==> config.mk <==
export PLATFORM = sky130hd
export DESIGN_NAME = tick_chain_counter
export DESIGN_NICKNAME = d
export VERILOG_FILES = /design/src/rtl/tcc_pkg.sv /design/src/rtl/tick_chain_counter_tick_gen.sv /design/src/rtl/tick_chain_counter.sv
export SDC_FILE = /design/constraint.sdc
export NUM_CORES = 1
export LEC_CHECK = 0
export CORE_AREA = 2 2 151 153
export CTS_CLUSTER_SIZE = 12
export DETAILED_ROUTE_END_ITERATION = 12
export DIE_AREA = 0 0 153 155
export PLACE_DENSITY_LB_ADDON = 0.08
export SLEW_MARGIN = 40
export SYNTH_ARGS = -nofsm -noshare
export SYNTH_HDL_FRONTEND = slang
export SYNTH_SLANG_ARGS = --single-unit
export TNS_END_PERCENT = 10
==> constraint.sdc <==
create_clock -name clk -period 3.8 [get_ports clk]
set_input_delay 0.57 -clock clk [delete_from_list [all_inputs] [get_ports clk]]
set_output_delay 0.57 -clock clk [all_outputs]
set_load 0.01 [all_outputs]
==> src/rtl/tcc_pkg.sv <==
// Shared types and width helpers for the tick chain counter.
package tcc_pkg;

  typedef enum logic {
    IDLE = 1'b0,
    RUN  = 1'b1
  } state_t;

  function automatic int unsigned CNT_W(int unsigned spacing);
    return $clog2(spacing + 1);
  endfunction

  function automatic int unsigned IDX_W(int unsigned stages);
    return $clog2(stages);
  endfunction

endpackage

==> src/rtl/tick_chain_counter_tick_gen.sv <==
// Free-running period counter; tick is asserted combinationally on the enabled wrap cycle.
module tick_gen #(
  parameter int unsigned PERIOD = 7
) (
  input  logic clk,
  input  logic reset,
  input  logic en,
  output logic tick
);

  localparam int unsigned PW = (PERIOD > 1) ? $clog2(PERIOD) : 1;

  logic [PW-1:0] r_cnt;

  assign tick = en && (r_cnt == PW'(PERIOD - 1));

  always_ff @(posedge clk) begin
    if (reset) begin
      r_cnt <= '0;
    end else if (en) begin
      if (tick) r_cnt <= '0;
      else      r_cnt <= r_cnt + PW'(1);
    end
  end

endmodule

==> src/rtl/tick_chain_counter.sv <==
// Chained-register sequencer: loads stages at fixed spacing, then stage0 advances on period ticks.
module tick_chain_counter
  import tcc_pkg::*;
#(
  parameter int unsigned WIDTH   = 32,
  parameter int unsigned STAGES  = 3,
  parameter int unsigned SPACING = 10,
  parameter int unsigned PERIOD  = 7,
  parameter int unsigned STEP    = 1
) (
  input  logic                      clk,
  input  logic                      reset,
  input  logic                      start,
  input  logic [WIDTH-1:0]          seed,
  input  logic                      en,
  output logic [STAGES*WIDTH-1:0]   val,
  output logic [STAGES-1:0]         valid,
  output logic                      busy,
  output logic                      done
);

  localparam int unsigned CW = CNT_W(SPACING);
  localparam int unsigned IW = IDX_W(STAGES);

  state_t            r_state;
  logic [CW-1:0]     r_spc;
  logic [IW-1:0]     r_idx;
  logic [WIDTH-1:0]  r_seed;
  logic [STAGES-1:0] r_valid;
  logic              r_busy;
  logic              r_done;
  logic [WIDTH-1:0]  r_stage [STAGES];

  logic              w_tick;
  logic              w_load;
  logic [WIDTH-1:0]  w_step;

  assign w_load = (r_state == RUN) && (r_spc == CW'(SPACING - 1));
  assign w_step = WIDTH'(STEP);

  tick_gen #(.PERIOD(PERIOD)) u_tick_gen (
    .clk   (clk),
    .reset (reset),
    .en    (en),
    .tick  (w_tick)
  );

  // Sequencing FSM with spacing and stage-index counters.
  always_ff @(posedge clk) begin
    if (reset) begin
      r_state <= IDLE;
      r_spc   <= '0;
      r_idx   <= '0;
      r_seed  <= '0;
      r_valid <= '0;
      r_busy  <= 1'b0;
      r_done  <= 1'b0;
    end else begin
      r_done <= 1'b0;
      case (r_state)
        IDLE: begin
          if (start) begin
            r_state                <= RUN;
            r_seed                 <= seed;
            r_spc                  <= '0;
            r_idx                  <= '0;
            r_busy                 <= 1'b1;
            r_valid[STAGES-1:1]    <= '0;
          end
        end
        RUN: begin
          if (w_load) begin
            r_spc          <= '0;
            r_valid[r_idx] <= 1'b1;
            if (r_idx == IW'(STAGES - 1)) begin
              r_state <= IDLE;
              r_idx   <= '0;
              r_busy  <= 1'b0;
              r_done  <= 1'b1;
            end else begin
              r_idx <= r_idx + IW'(1);
            end
          end else begin
            r_spc <= r_spc + CW'(1);
          end
        end
        default: r_state <= IDLE;
      endcase
    end
  end

  // Stage registers; a load always takes precedence over a same-edge increment.
  for (genvar k = 0; k < STAGES; k++) begin : g_stage
    if (k == 0) begin : g_head
      always_ff @(posedge clk) begin
        if (reset) begin
          r_stage[0] <= '0;
        end else if (w_load && (r_idx == IW'(0))) begin
          r_stage[0] <= r_seed;
        end else if (w_tick && r_valid[0]) begin
          r_stage[0] <= r_stage[0] + w_step;
        end
      end
    end else begin : g_tail
      always_ff @(posedge clk) begin
        if (reset) begin
          r_stage[k] <= '0;
        end else if (w_load && (r_idx == IW'(k))) begin
          r_stage[k] <= r_stage[k-1] + w_step;
        end
      end
    end
    assign val[k*WIDTH +: WIDTH] = r_stage[k];
  end

  assign valid = r_valid;
  assign busy  = r_busy;
  assign done  = r_done;

endmodule
==> results of run 1 <==
power by group through the flow:
stage	clock, mW	combinational [mW]	sequential [mW]
CTS	1.57	0.254	1.77
detailed placement	0	0.253	1.81
global placement	0	0.249	1.81
floorplan	0	0.0938	1.81
finish	1.53	0.250	1.77
global route	1.65	0.273	1.78
worst reg2reg max path, delay by kind of cell (launching register included):
family	cells	cell delay, ns
simple gates	4	1.08
flops	1	0.50
xor+xnor	1	0.33
fa+ha+maj	1	0.28
cell families after synthesis:
logic type | count (synthesis)
AOI/OAI and AO/OA | 83
xor gates and xnor gates | 57
adders and majority gates | 6
buffers and inverters | 38
DFF | 143
muxes | 2
and+or+nand+nor | 313
sequential cells by signal, indices dropped and copies added, names as in the netlist, 2 cells and up:
signal            flops
r_spc                 4
r_seed               32
r_stage              96
r_idx                 2
u_tick_gen.r_cnt      3
valid                 3
cell usage after synthesis (all sizes together) (2+ instances only):
| cell type | n |
|---|---|
| nand2 | 123 |
| a21oi | 41 |
| o21ai | 37 |
| and4 | 5 |
| nor2 | 87 |
| inv | 11 |
| nor3 | 12 |
| clkbuf | 17 |
| or2 | 2 |
| and3 | 8 |
| nor2b | 3 |
| nand2b | 3 |
| edfxtp | 96 |
| nor4 | 9 |
| xnor2 | 21 |
| and2 | 8 |
| dfxtp | 47 |
| nand4 | 20 |
| or3 | 4 |
| ha | 6 |
| nand3 | 25 |
| buf | 10 |
| o21a | 2 |
| xor2 | 36 |
through the flow:
step	area, sq um	power (mW)
after floorplan	6513	1.901
after global placement	8158	2.056
after detailed placement	8165	2.060
after CTS	8728	3.600
after global routing	8731	3.705
final	8731	3.554
cell type report:
cell class                 instances  share of cell area, %
tap                              285                  4.084
sequential                       143                  43.79
multi-input combinational        461                  29.09
inverter                          11                 0.4729
clock inverter                    10                 0.6449
timing repair buffer             142                  16.11
clock buffer                      22                  5.804
path summary, 6_finish.rpt:
| kind | start | end | slack (ns) | cells after the start |
|---|---|---|---|---|
| max | r_stage[0][0] | r_stage[1][22] | 1.35 | 6 |
| min | r_seed[16] | r_seed[16] | 0.46 | 2 |
| max reg2reg | r_stage[0][0] | r_stage[1][22] | 1.35 | 6 |
| min reg2reg | r_seed[16] | r_seed[16] | 0.46 | 2 |
layer usage:
metal	vias up	global-route usage [%]	routed length (um)
met1	2194	18.40	7554
met2	116	22.23	7610
met5	-	0	0
met4	0	4.982	231
li1	2507	-	-
met3	20	3.398	674
layout by cell type, fill, tap and decap left out, drive strengths merged, types with 4 or more instances in the layout:
cell,n
and2,8
ha,6
buf,6
nand3,25
nor2,87
a21oi,41
or3,4
clkdlybuf4s50,136
clkinv,8
and3,8
o21ai,37
nand4,20
nand2,123
xnor2,21
and4,5
xor2,36
clkbuf,22
inv,13
nor4,9
dfxtp,47
nor3,12
edfxtp,96
==> metrics.md, run 1 <==
| Metric | Value |
|---|---|
| Post-synthesis xor/xnor area fraction | `7.666%` |
| Max Cap Viol | `0` |
| Drt drc | `0` |
| GRT Util Overall | `13.89%` |
| Post-synth EDFFs | `96` |
| Largest family of logic cells by synthesized area | `simple AND/OR/NAND/NOR gates` |
| Vias in the first global route | `4862` |
| Synthesized Nets | `684` |
| Switching Fraction | `21.66%` |
| Largest net degree at the start of global routing | `40` |
| Crit Path Max Fanout | `9` |
| IO Port Bufs | `136` |
| Slew Limit Fails | `0` |
| Clock Root Buffer | `clkbuf_16` |
| CP cell instances | `ha_1 > nand4_1 > nor4_4 > nand4_1 > xor2_1 > nor2_1` |
| # fillers | `2212` |
| Worst Setup End Kind | `flip-flop` |
| CTS clock-pin slew for the worst setup and hold paths | `0.06 ns` |
| CP Data Arrival Time | `2.58 ns` |
| HP Class | `flip-flop to flip-flop` |
| Synth Area in Adders | `1.153%` |
| Antenna violations before repair | `0` |
| Core box area | `0.02223 sq mm` |
| Die Y | `155 um` |
| Largest stage delay, worst path | `0.50 ns` |
| Count of warnings emitted by yosys | `0` |
| CTS resizes | `0` |
| Post-Syn Instances | `642` |
| Max frequency | `0.4089 GHz` |
| Power per cell area | `407.0 mW/mm^2` |
| Seq cells post-synth | `143` |
| TritonCTS Buffers | `17` |
| Row cnt | `55` |
| Combinational group share of total power | `7.0%` |
| Worst Skew | `0.009914 ns` |
| Nets | `818` |
| WP data required | `3.94 ns` |
| Hold_buf cts | `0` |
| Netlist Area Pre-Place | `0.006512 sq mm` |
| Power Internal | `2.784 mW` |
| Slew Limit Headroom | `55.16%` |
| Critical path type | `flip-flop to flip-flop` |
| Worst setup SP type | `flip-flop` |
| Synth top area share | `44.27%` |
| Fin crit share | `64.36%` |
| Hpwl dp | `12640 um` |
| Post-place setup slack | `1.058 ns` |
| Post-synthesis compound-gate area fraction | `6.744%` |
| Area of the multi-input gates | `0.002540 sq mm` |
| Fin Setup TNS | `0 ns` |
| DIE AREA | `0.02372 sq mm` |
| First-pass GRT wire length | `25920 um` |
| TritonCTS clock tree | `done` |
| GR Overflow Total | `0` |
| Area leader, netlist | `edfxtp_1` |
| Seq pwr share | `49.9%` |
| Synth Flop Type | `edfxtp_1` |
| RSZ-0062 raised after global routing | `false` |
| Post-Synth Simple-Gate Area | `22.88%` |
| Vias/cell | `4.504` |
| Avg Cell Area, Syn | `10.14 sq um` |
| Layout area overhead | `34.06%` |
| Post-DR wirelength/cell | `14.96 um` |
| Antenna diodes | `0` |
| Async SR Flop Fraction | `0%` |
| Cells after DPL | `1042` |
| Antenna Nets Post-Route | `0` |
| Layout cells sized above 1 | `6.717%` |
| Starting density of the core | `29.30%` |
| P_leak | `2.964 nW` |
| Clk pwr share | `43.1%` |
| Dominant cells by area after synthesis | `edfxtp_1 (44%), dfxtp_1 (14%), nand2_1 (7.1%)` |
| Crit-path leading delay family | `simple AND/OR/NAND/NOR gates` |
| TritonCTS Sinks | `143` |
| Setup Fix Bufs, Post-CTS | `0` |
| H-tree Lvls | `4` |
| Die width | `153 um` |
| Post-Layout Cell Count | `1074` |
| Least-Margin Pin Slew | `0.6712 ns` |
| Netlist cell types | `44` |
| Sw power | `769.6 uW` |
| Crit-path slowest cell | `edfxtp_1` |
| Most frequent CP cell | `nand4_1` |
| I/O pin count | `137` |
| Setup Viol. Count Final | `0` |
| Pre-antenna DRT Iters | `5` |
| Core Util, Final | `39.28%` |
| Final wirelength | `16070 um` |
| Post-route minimum period | `2.446 ns` |
| Register area share after synthesis | `58.71%` |
| Mux contribution to synthesized area | `0.3266%` |
| Final hold violations | `0` |
| Buf+Inv Stages, Crit Path | `0` |
| Worst setup margin | `1.354 ns` |
| Routability cong. | `0.8124` |
| Insertion delay of the later-clocked pin in the worst-skew pair | `0.41 ns` |
| Clk buf depth | `2` |
| Via count | `4837` |
| Worst VDD drop | `0.0002990 V` |
| Drt first-iter violations | `257` |
| Register area | `0.003824 sq mm` |
| Status | `finished, final reports clean` |
| Hold Worst Slack | `0.4584 ns` |
Note: power is estimated with default switching activity, not from simulation.
==> run 2: changes to the inputs <==
==> constraint.sdc (replaced) <==
create_clock -name clk -period 2.1 [get_ports clk]
set_input_delay 0.315 -clock clk [delete_from_list [all_inputs] [get_ports clk]]
set_output_delay 0.315 -clock clk [all_outputs]
set_load 0.01 [all_outputs]
==> run 2 against run 1 <==
Compared with the run above: core utilization grew 1.4 points; clock power grew 91%; wire length grew 4.7%; first-iteration DRC count shrank 1.6%; critical path depth is the same; largest power group unchanged.
==> metrics.md, run 2 (synthesized netlist as in run 1, its figures left out) <==
| Metric | Value |
|---|---|
| HP Class | `primary input to flip-flop` |
| Routability cong. | `0.8505` |
| CP cell instances | `nand3_1 > nor4_2 > buf_4 > nand4_1 > xor2_1 > nor2_1` |
| Post-route minimum period | `2.037 ns` |
| Worst VDD drop | `0.0005156 V` |
| Core Util, Final | `40.64%` |
| Crit-path slowest cell | `edfxtp_1` |
| TritonCTS clock tree | `done` |
| Antenna violations before repair | `0` |
| Hpwl dp | `12950 um` |
| Buf+Inv Stages, Crit Path | `1` |
| Vias/cell | `4.545` |
| Largest net degree at the start of global routing | `34` |
| First-pass GRT wire length | `26790 um` |
| RR Endpoint | `r_stage[1][23]` |
| Critical path type | `flip-flop to flip-flop` |
| Max Cap Viol | `0` |
| Cells on worst reg2reg path | `6` |
| Least-Margin Pin Slew | `0.4818 ns` |
| Slew Limit Fails | `0` |
| H-tree Lvls | `4` |
| Final hold violations | `0` |
| Crit Path Max Fanout | `5` |
| RSZ-0062 raised after global routing | `true` |
| I/O pin count | `137` |
| Worst setup path startpoint | `r_stage[0][20]` |
| Worst Setup End Kind | `flip-flop` |
| Hold Path Depth | `3` |
| Layout area overhead | `38.69%` |
| Power, Total | `6.611 mW` |
| Die width | `153 um` |
| Clock Root Buffer | `clkbuf_16` |
| Max frequency | `0.4909 GHz` |
| Largest stage delay, worst path | `0.48 ns` |
| Die Y | `155 um` |
| Via count | `5022` |
| Combinational group share of total power | `7.6%` |
| Insertion delay of the later-clocked pin in the worst-skew pair | `0.42 ns` |
| Layout cells sized above 1 | `10.61%` |
| Antenna Nets Post-Route | `0` |
| Power per cell area | `731.9 mW/mm^2` |
| Pre-antenna DRT Iters | `5` |
| Final wirelength | `16830 um` |
| Clk buf depth | `2` |
| P_leak | `3.126 nW` |
| CP Data Arrival Time | `2.19 ns` |
| Setup slack, reg-to-reg | `0.06 ns` |
| IO Port Bufs | `136` |
| Hold_buf cts | `0` |
| Fin crit share | `97.00%` |
| Max FFs per register | `96` |
| Clk pwr share | `44.1%` |
| Most frequent cells in the layout | `clkdlybuf4s50_1 (136), nand2_1 (123), edfxtp_1 (96), nor2_1 (86), dfxtp_1 (46)` |
| Nets | `849` |
| Worst Skew | `0.01063 ns` |
| Power Internal | `5.117 mW` |
| Seq pwr share | `48.3%` |
| Setup Viol. Count Final | `0` |
| Top Registers | `r_stage x96, r_seed x32, r_spc x4` |
| Drt drc | `0` |
| DIE AREA | `0.02372 sq mm` |
| Crit-path leading delay family | `simple AND/OR/NAND/NOR gates` |
| Drt first-iter violations | `253` |
| CTS clock-pin slew for the worst setup and hold paths | `0.06 ns` |
| Core box area | `0.02223 sq mm` |
| GRT Util Overall | `14.37%` |
| TritonCTS Buffers | `17` |
| WP data required | `2.25 ns` |
| GR Overflow Total | `0` |
| Post-place setup slack | `0.1016 ns` |
| Antenna diodes | `0` |
| Row cnt | `55` |
| Reg2Reg Launch Point | `r_stage[0][20]` |
| Commonest non-fill, non-tap cell in the layout | `clkdlybuf4s50_1` |
| Status | `finished, final reports clean` |
| TritonCTS Sinks | `143` |
| Slew Limit Headroom | `67.58%` |
| Hold Crit Start | `seed[27]` |
| Hold EP | `r_seed[27]` |
| Sw power | `1.494 mW` |
| Top reg by flops | `r_stage` |
| Worst setup margin | `0.06292 ns` |
| Post-DR wirelength/cell | `15.23 um` |
| Starting density of the core | `29.30%` |
| Vias in the first global route | `4958` |
| Worst setup SP type | `flip-flop` |
| Switching Fraction | `22.60%` |
-- run 2: power by group through the flow --
| stage | combinational, mW | clock [mW] | sequential (mW) |
|---|---|---|---|
| 2_1_floorplan | 0.170 | 0 | 3.27 |
| 3_3_place_gp | 0.505 | 0 | 3.25 |
| 3_5_place_dp | 0.510 | 0 | 3.25 |
| 4_1_cts | 0.511 | 3.00 | 3.19 |
| 5_1_grt | 0.551 | 3.11 | 3.20 |
| 6_report | 0.503 | 2.92 | 3.19 |
-- run 2: worst max-delay path by stage --
stage | depth (start not counted) | endpoint | slack, ns
floorplan | 5 | r_stage[0][0] | -0.03
global placement | 5 | r_stage[1][19] | 0.14
detailed placement | 5 | r_stage[0][6] | 0.10
CTS | 7 | r_stage[1][17] | 0.1
global route | 5 | r_stage[1][13] | -0.03
finish | 6 | r_stage[1][23] | 0.06
-- run 2: final cells by class --
type,count,area [sq um]
Clock buffer,19,432.9
Clock inverter,13,140.1
Fill cell,2164,13200
Inverter,11,41.29
Multi-Input combinational cell,461,2535
Sequential cell,143,3825
Tap cell,285,356.6
Timing Repair Buffer,173,1702
-- run 2: worst min-delay path, cell delays in order --
cell and delay, ns:
clkdlybuf4s50_1 0.40, nand2_1 0.05, a21oi_1 0.05
-- run 2: layer usage --
layer	part of all wire (%)	track usage, %
met1	48	18.79
met2	45	22.66
met3	4.5	3.370
met4	3.1	6.658
met5	0	0
-- run 2: what timing repair did --
action / in CTS / in global routing
gates resized for setup: 0 / 2
endpoints found under the setup margin: 0 / 39
buffers inserted: 0 / 2
-- run 2: stage by stage --
step | hold WS [ns] | area, sq um | TNS [ns] | cells
after global placement | 0.4449 | 8441 | 0 | 1071
after floorplan | 0.4366 | 6515 | -0.8459 | 642
final | 0.4487 | 9032 | 0 | 1105
after detailed placement | 0.4494 | 8441 | 0 | 1071
after CTS | 0.4302 | 9014 | 0 | 1103
after global routing | 0.4467 | 9032 | -0.1012 | 1105
